## config.mk

```make
export PLATFORM = sky130hd
export DESIGN_NAME = lcd_ctrl_param_flat
export DESIGN_NICKNAME = d
export VERILOG_FILES = /design/src/rtl/lcd_ctrl_param_if.sv /design/src/rtl/lcd_ctrl_param.sv /design/src/flat_wrapper.sv
export SDC_FILE = /design/constraint.sdc
export NUM_CORES = 1
export LEC_CHECK = 0
export ABC_AREA = 1
export BUFFER_PORTS_ARGS = -buffer_cell sky130_fd_sc_hd__buf_2
export CAP_MARGIN = 40
export CORE_UTILIZATION = 60
export CTS_CLUSTER_DIAMETER = 30
export CTS_CLUSTER_SIZE = 24
export DETAILED_ROUTE_END_ITERATION = 6
export HOLD_SLACK_MARGIN = 0.03
export PLACE_DENSITY = 0.76
export RECOVER_POWER = 100
export SYNTH_ARGS = -nofsm -noshare
export SYNTH_HDL_FRONTEND = slang
export SYNTH_SLANG_ARGS = --single-unit
```

## constraint.sdc

```tcl
create_clock -name clk -period 6.04 [get_ports clk]
set_input_delay 0.302 -clock clk [delete_from_list [all_inputs] [get_ports clk]]
set_output_delay 0.302 -clock clk [all_outputs]
set_load 0.03 [all_outputs]
```

## src/rtl/lcd_ctrl_param_if.sv

```systemverilog
// Host-side bus of the LCD window controller: command strobe, load data and window stream.
interface lcd_ctrl_param_if #(
  parameter int DW = 8
) ();
  logic [2:0]    cmd;
  logic          cmd_valid;
  logic [DW-1:0] datain;
  logic [DW-1:0] dataout;
  logic          output_valid;
  logic          busy;

  modport master (
    output cmd, cmd_valid, datain,
    input  dataout, output_valid, busy
  );

  modport slave (
    input  cmd, cmd_valid, datain,
    output dataout, output_valid, busy
  );
endinterface

```

## src/rtl/lcd_ctrl_param.sv

```systemverilog
// Parametrised LCD window controller: stores an IMG_W x IMG_H image and streams a
// WIN_W x WIN_H window after every command, with shift, mirror and recentre support.
module lcd_ctrl_param #(
  parameter int DW    = 8,
  parameter int IMG_W = 8,
  parameter int IMG_H = 8,
  parameter int WIN_W = 3,
  parameter int WIN_H = 3,
  parameter int WRAP  = 0
) (
  input logic              clk,
  input logic              reset,
  lcd_ctrl_param_if.slave  bus
);

  localparam int P    = IMG_W * IMG_H;
  localparam int N    = WIN_W * WIN_H;
  localparam int PW   = (P > 1) ? $clog2(P) : 1;
  localparam int NW   = (N > 1) ? $clog2(N) : 1;
  localparam int XMAX = IMG_W - WIN_W;
  localparam int YMAX = IMG_H - WIN_H;
  localparam int XW   = (XMAX > 0) ? $clog2(XMAX + 1) : 1;
  localparam int YW   = (YMAX > 0) ? $clog2(YMAX + 1) : 1;
  localparam int RW   = (WIN_H > 1) ? $clog2(WIN_H) : 1;
  localparam int CW   = (WIN_W > 1) ? $clog2(WIN_W) : 1;

  localparam logic [XW-1:0] X_MAX = XW'(XMAX);
  localparam logic [YW-1:0] Y_MAX = YW'(YMAX);
  localparam logic [XW-1:0] X0    = XW'(XMAX / 2);
  localparam logic [YW-1:0] Y0    = YW'(YMAX / 2);

  typedef enum logic [1:0] {S_IDLE, S_LOAD, S_OUT} state_t;
  typedef enum logic [2:0] {
    C_REFLASH, C_LOAD, C_RIGHT, C_LEFT, C_UP, C_DOWN, C_MIRROR, C_RECENTRE
  } cmd_t;

  state_t        state;
  logic          busy_q;
  logic          ov_q;
  logic [DW-1:0] dout_q;
  logic          mirror;
  logic [XW-1:0] x;
  logic [YW-1:0] y;
  logic [PW-1:0] ld_cnt;
  logic [NW-1:0] out_cnt;
  logic [RW-1:0] row;
  logic [CW-1:0] col;
  logic [DW-1:0] mem [P];

  logic [CW-1:0] col_eff;
  logic [31:0]   addr_full;
  logic [PW-1:0] rd_addr;
  logic [XW-1:0] x_inc, x_dec;
  logic [YW-1:0] y_inc, y_dec;

  always_comb begin
    col_eff   = mirror ? (CW'(WIN_W - 1) - col) : col;
    addr_full = (32'(y) + 32'(row)) * 32'(IMG_W) + 32'(x) + 32'(col_eff);
    rd_addr   = addr_full[PW-1:0];
    // At a bound the origin either holds (saturate) or jumps to the opposite bound.
    x_inc = (x == X_MAX) ? ((WRAP != 0) ? '0    : x) : x + 1'b1;
    x_dec = (x == '0)    ? ((WRAP != 0) ? X_MAX : x) : x - 1'b1;
    y_inc = (y == Y_MAX) ? ((WRAP != 0) ? '0    : y) : y + 1'b1;
    y_dec = (y == '0)    ? ((WRAP != 0) ? Y_MAX : y) : y - 1'b1;
  end

  always_ff @(posedge clk) begin
    if (!reset) begin
      state   <= S_IDLE;
      busy_q  <= 1'b0;
      ov_q    <= 1'b0;
      dout_q  <= '0;
      mirror  <= 1'b0;
      x       <= X0;
      y       <= Y0;
      ld_cnt  <= '0;
      out_cnt <= '0;
      row     <= '0;
      col     <= '0;
    end else begin
      case (state)
        S_IDLE: begin
          // busy stays high for one IDLE cycle after the last word so it falls with output_valid.
          if (busy_q) begin
            busy_q <= 1'b0;
            ov_q   <= 1'b0;
          end else if (bus.cmd_valid) begin
            busy_q  <= 1'b1;
            ld_cnt  <= '0;
            out_cnt <= '0;
            row     <= '0;
            col     <= '0;
            state   <= S_OUT;
            case (cmd_t'(bus.cmd))
              C_LOAD:     state  <= S_LOAD;
              C_RIGHT:    x      <= x_inc;
              C_LEFT:     x      <= x_dec;
              C_UP:       y      <= y_dec;
              C_DOWN:     y      <= y_inc;
              C_MIRROR:   mirror <= ~mirror;
              C_RECENTRE: begin
                x <= X0;
                y <= Y0;
              end
              default: ;
            endcase
          end
        end
        S_LOAD: begin
          if (ld_cnt == PW'(P - 1)) begin
            state  <= S_OUT;
            x      <= X0;
            y      <= Y0;
            mirror <= 1'b0;
          end else begin
            ld_cnt <= ld_cnt + 1'b1;
          end
        end
        S_OUT: begin
          dout_q <= mem[rd_addr];
          ov_q   <= 1'b1;
          if (out_cnt == NW'(N - 1)) begin
            state <= S_IDLE;
          end else begin
            out_cnt <= out_cnt + 1'b1;
            if (col == CW'(WIN_W - 1)) begin
              col <= '0;
              row <= row + 1'b1;
            end else begin
              col <= col + 1'b1;
            end
          end
        end
        default: state <= S_IDLE;
      endcase
    end
  end

  // Image memory has no reset so its contents survive a controller reset.
  always_ff @(posedge clk) begin
    if (reset && state == S_LOAD) mem[ld_cnt] <= bus.datain;
  end

  assign bus.dataout      = dout_q;
  assign bus.output_valid = ov_q;
  assign bus.busy         = busy_q;

endmodule

```

## src/flat_wrapper.sv

```systemverilog
// flat-port wrapper written by rule: the top's interface ports become plain ports
module lcd_ctrl_param_flat 
#(
  parameter int DW    = 8,
  parameter int IMG_W = 8,
  parameter int IMG_H = 8,
  parameter int WIN_W = 3,
  parameter int WIN_H = 3,
  parameter int WRAP  = 0
)
  (clk, reset, bus_cmd, bus_cmd_valid, bus_datain, bus_dataout, bus_output_valid, bus_busy);
  lcd_ctrl_param_if #(.DW(DW)) bus_i ();
  input logic clk;
  input logic reset;
  input wire logic [$bits(bus_i.cmd)-1:0] bus_cmd;
  input wire logic [$bits(bus_i.cmd_valid)-1:0] bus_cmd_valid;
  input wire logic [$bits(bus_i.datain)-1:0] bus_datain;
  output wire logic [$bits(bus_i.dataout)-1:0] bus_dataout;
  output wire logic [$bits(bus_i.output_valid)-1:0] bus_output_valid;
  output wire logic [$bits(bus_i.busy)-1:0] bus_busy;
  assign bus_i.cmd = bus_cmd;
  assign bus_i.cmd_valid = bus_cmd_valid;
  assign bus_i.datain = bus_datain;
  assign bus_dataout = bus_i.dataout;
  assign bus_output_valid = bus_i.output_valid;
  assign bus_busy = bus_i.busy;
  lcd_ctrl_param #(.DW(DW), .IMG_W(IMG_W), .IMG_H(IMG_H), .WIN_W(WIN_W), .WIN_H(WIN_H), .WRAP(WRAP)) u_core (.clk(clk), .reset(reset), .bus(bus_i));
endmodule
```

==> impl_metrics.yaml <==
global_routing:
  grt_pass1_vias: 16595
  grt_max_degree: 97
  antenna_found_initial: 1
  grt_use_total_pct: 31.8
  grt_pass1_wl_mm: 92.7
  grt-ovfl-total: 0
cts:
  cts_root_buffer: "clkbuf_16"
  cts_made_buffers: 101
  worstSkewPairLatency_ns: 0.62
  cts_tree: "built"
  cts.sinks: 545
  clkTransAtPathRegs_ns: 0.05
  cts_max_level: 3
  clockBufferDepth: 3
synth:
  synth_common_cells: "749 x nand2_1, 512 x edfxtp_1, 329 x nand3_1, 215 x nor2_1, 182 x inv_1"
  avgSynthCellArea_sq_um: 10.3
  yosys.area.top_type: "edfxtp_1"
  syn_nets: 2292
  yosysWarnings: 0
  synthCells: 2265
  yosys-top-cells-area: "edfxtp_1 66%, nand2_1 12%, nand3_1 7.0%"
  syn_area_sq_um: 23400
  ys_seq_elements: 545
  ys_types: 33
  synth_edf_count: 512
  netlist.area_leader.share_pct: 65.8
  async_reset_ff_share_pct: 0
  yosysSeqAreaShare_pct: 68.6
  yosysMostFrequentCell: "nand2_1"
  synth_ff_type: "edfxtp_1"
place:
  placed_area_sq_um: 23900
  io_buffers: 23
  dp_hpwl_mm: 34.5
  place_congestion: 0.984
pwr:
  powerDensity_nw_per_um2: 469
  peakVddDrop_uv: 350
  power_w: 0.0128
  p_leak_nw: 10.8
status:
  status: "finished with violations"
  violations: "max-capacitance violations, max-slew violations"
sta:
  relSlewSlack_pct: -143
  slew_viol_final: 520
  fin_crit_sh_pct: 75.8
  worstMarginPinSlew_ns: 3.65
  min_period_ns: 4.58
  fin_tns_setup_ns: 0
  clock_skew_ns: 0.0211
  finalHoldViolCount: 0
  fmax_mhz: 218
  setup_viol: 0
  rsz0062_at_grt: "false"
floorplanning:
  die_area_sq_um: 39700
  fp.dieW_microns: 199
  start_util_pct: 61.5
  die_h_microns: 199
  fp.coreArea_sq_um: 38000
  rows: 71
  ios: 24
layout:
  regArea_sq_um: 16000
  fin_area_sq_um: 27400
  syn2layout_area_growth_pct: 17.3
  fin_nets: 2332
  multi_input_area_sq_um: 6190
  drive_above_1_share_pct: 8.16
  nFillCells: 2557
  antenna_cells: 0
hold_path:
  worstHoldPathCells: 5
  min_path_type: "primary input to flip-flop"
detailed_routing:
  dr.pass1.iters: 6
  post_drt_wl_per_cell_microns: 21.1
  via_count: 16945
  drc: 0
  viasPerCell: 5.84
  drt_iter0_drc: 2171
  finalWirelength_mm: 61.1
  antenna_left: 0
worst_setup_path:
  reg2reg_depth: 15
  end_kind: "flip-flop"
  path_max_fanout: 57
  cp.required_ns: 6.55
  critical_path_class: "flip-flop to flip-flop"
  worstPathArrival_ns: 5.08
  critPathLaunchType: "flip-flop"
job:
  maxCapViolations: 8
## cell families (layout without fill, tap and decap cells)
family / after synthesis / count (layout) / share of synthesized area, %
buffers and inverters: 295 / 419 / 5.03
XOR/XNOR: 7 / 7 / 0.391
adder cells (fa/ha/maj): 13 / 13 / 0.825
AO/OA/AOI/OAI: 87 / 87 / 1.98
flip-flops: 545 / 545 / 68.6
AND/OR/NAND/NOR: 1318 / 1318 / 23.1
## final timing paths
| path | from | slack [ns] | end |
|---|---|---|---|
| max reg2reg | u_core.col[0] | 1.46 | u_core.bus.dataout[7] |
| max | u_core.col[0] | 1.46 | u_core.bus.dataout[7] |
| min reg2reg | u_core.row[1] | 0.47 | u_core.row[1] |
| min | bus_cmd_valid | 0.08 | u_core.bus.busy |
## metrics by stage
step	hold slack (ns)	cells	worst slack, ns	utilization (%)
3_3_place_gp	0.447	2711	2.12	62.7
4_1_cts	0.0593	2900	1.99	72.2
5_1_grt	0.103	2900	1.18	72.1
6_report	0.0824	2900	1.46	72.1
2_1_floorplan	0.401	2265	3.34	-
3_5_place_dp	0.462	2712	2.04	62.8
## placed cells by master (no fill, tap or decap), types with 33 or more instances in the layout
master / netlist / final
clkbuf_16: 0 / 104
o21ai_0: 59 / 60
clkbuf_1: 56 / 37
nand2_1: 749 / 749
inv_1: 182 / 181
edfxtp_1: 512 / 512
nor2_1: 215 / 216
dfxtp_1: 33 / 33
nand3_1: 329 / 329
## where the power goes
part           total [W]  leakage (nW)  switching, W  internal, W
combinational    0.00275          4.21       0.00203     0.000720
clock            0.00586          1.72       0.00188      0.00398
sequential       0.00424          4.87     0.0000564      0.00418
total             0.0128          10.8       0.00397      0.00888
## critical path, cell delays in order (launching register included)
cell and delay [ns]:
dfxtp_1 0.44, inv_1 0.11, ha_1 0.30, o21ai_0 0.35
fa_4 0.76, clkinv_2 0.63, clkbuf_2 1.02, nor2_1 0.14
o21ai_0 0.12, nand3_1 0.09, nand3_1 0.15, nand3_1 0.08
nand3_1 0.07, nand3_1 0.08, nand2_1 0.06, inv_1 0.03
## area by class of cell
cell class / instances / share of cell area (%)
clock buffer: 124 / 9.85
clock inverter: 63 / 3.14
inverter: 184 / 2.54
multi-input combinational: 1425 / 22.6
sequential: 545 / 58.5
tap: 511 / 2.33
timing repair buffer: 48 / 1.02
## registers in the layout, indices dropped and copies added, names as in the netlist
signal and cells:
u_core.col 2, u_core.mirror 1, u_core.bus.busy 1, u_core.state 2, u_core.row 2, u_core.mem 512
u_core.ld_cnt 6, u_core.x 3, u_core.y 3, u_core.out_cnt 4, u_core.bus.dataout 8, u_core.bus.output_valid 1
## metal layers
layer	up-vias	share of wire [%]	GRT usage, %
li1	7673	-	-
met1	8065	37	40.7
met2	1003	47	49.6
met3	204	11	8.24
met4	0	5.5	18.3
met5	-	0	0
## timing repair
item / CTS / global route
endpoints found under the hold margin: 1 / 0
buffers inserted: 0 / 0
resized for setup: 0 / 0
hold buffers: 1 / 0
Power figures use the tool's default switching activity.
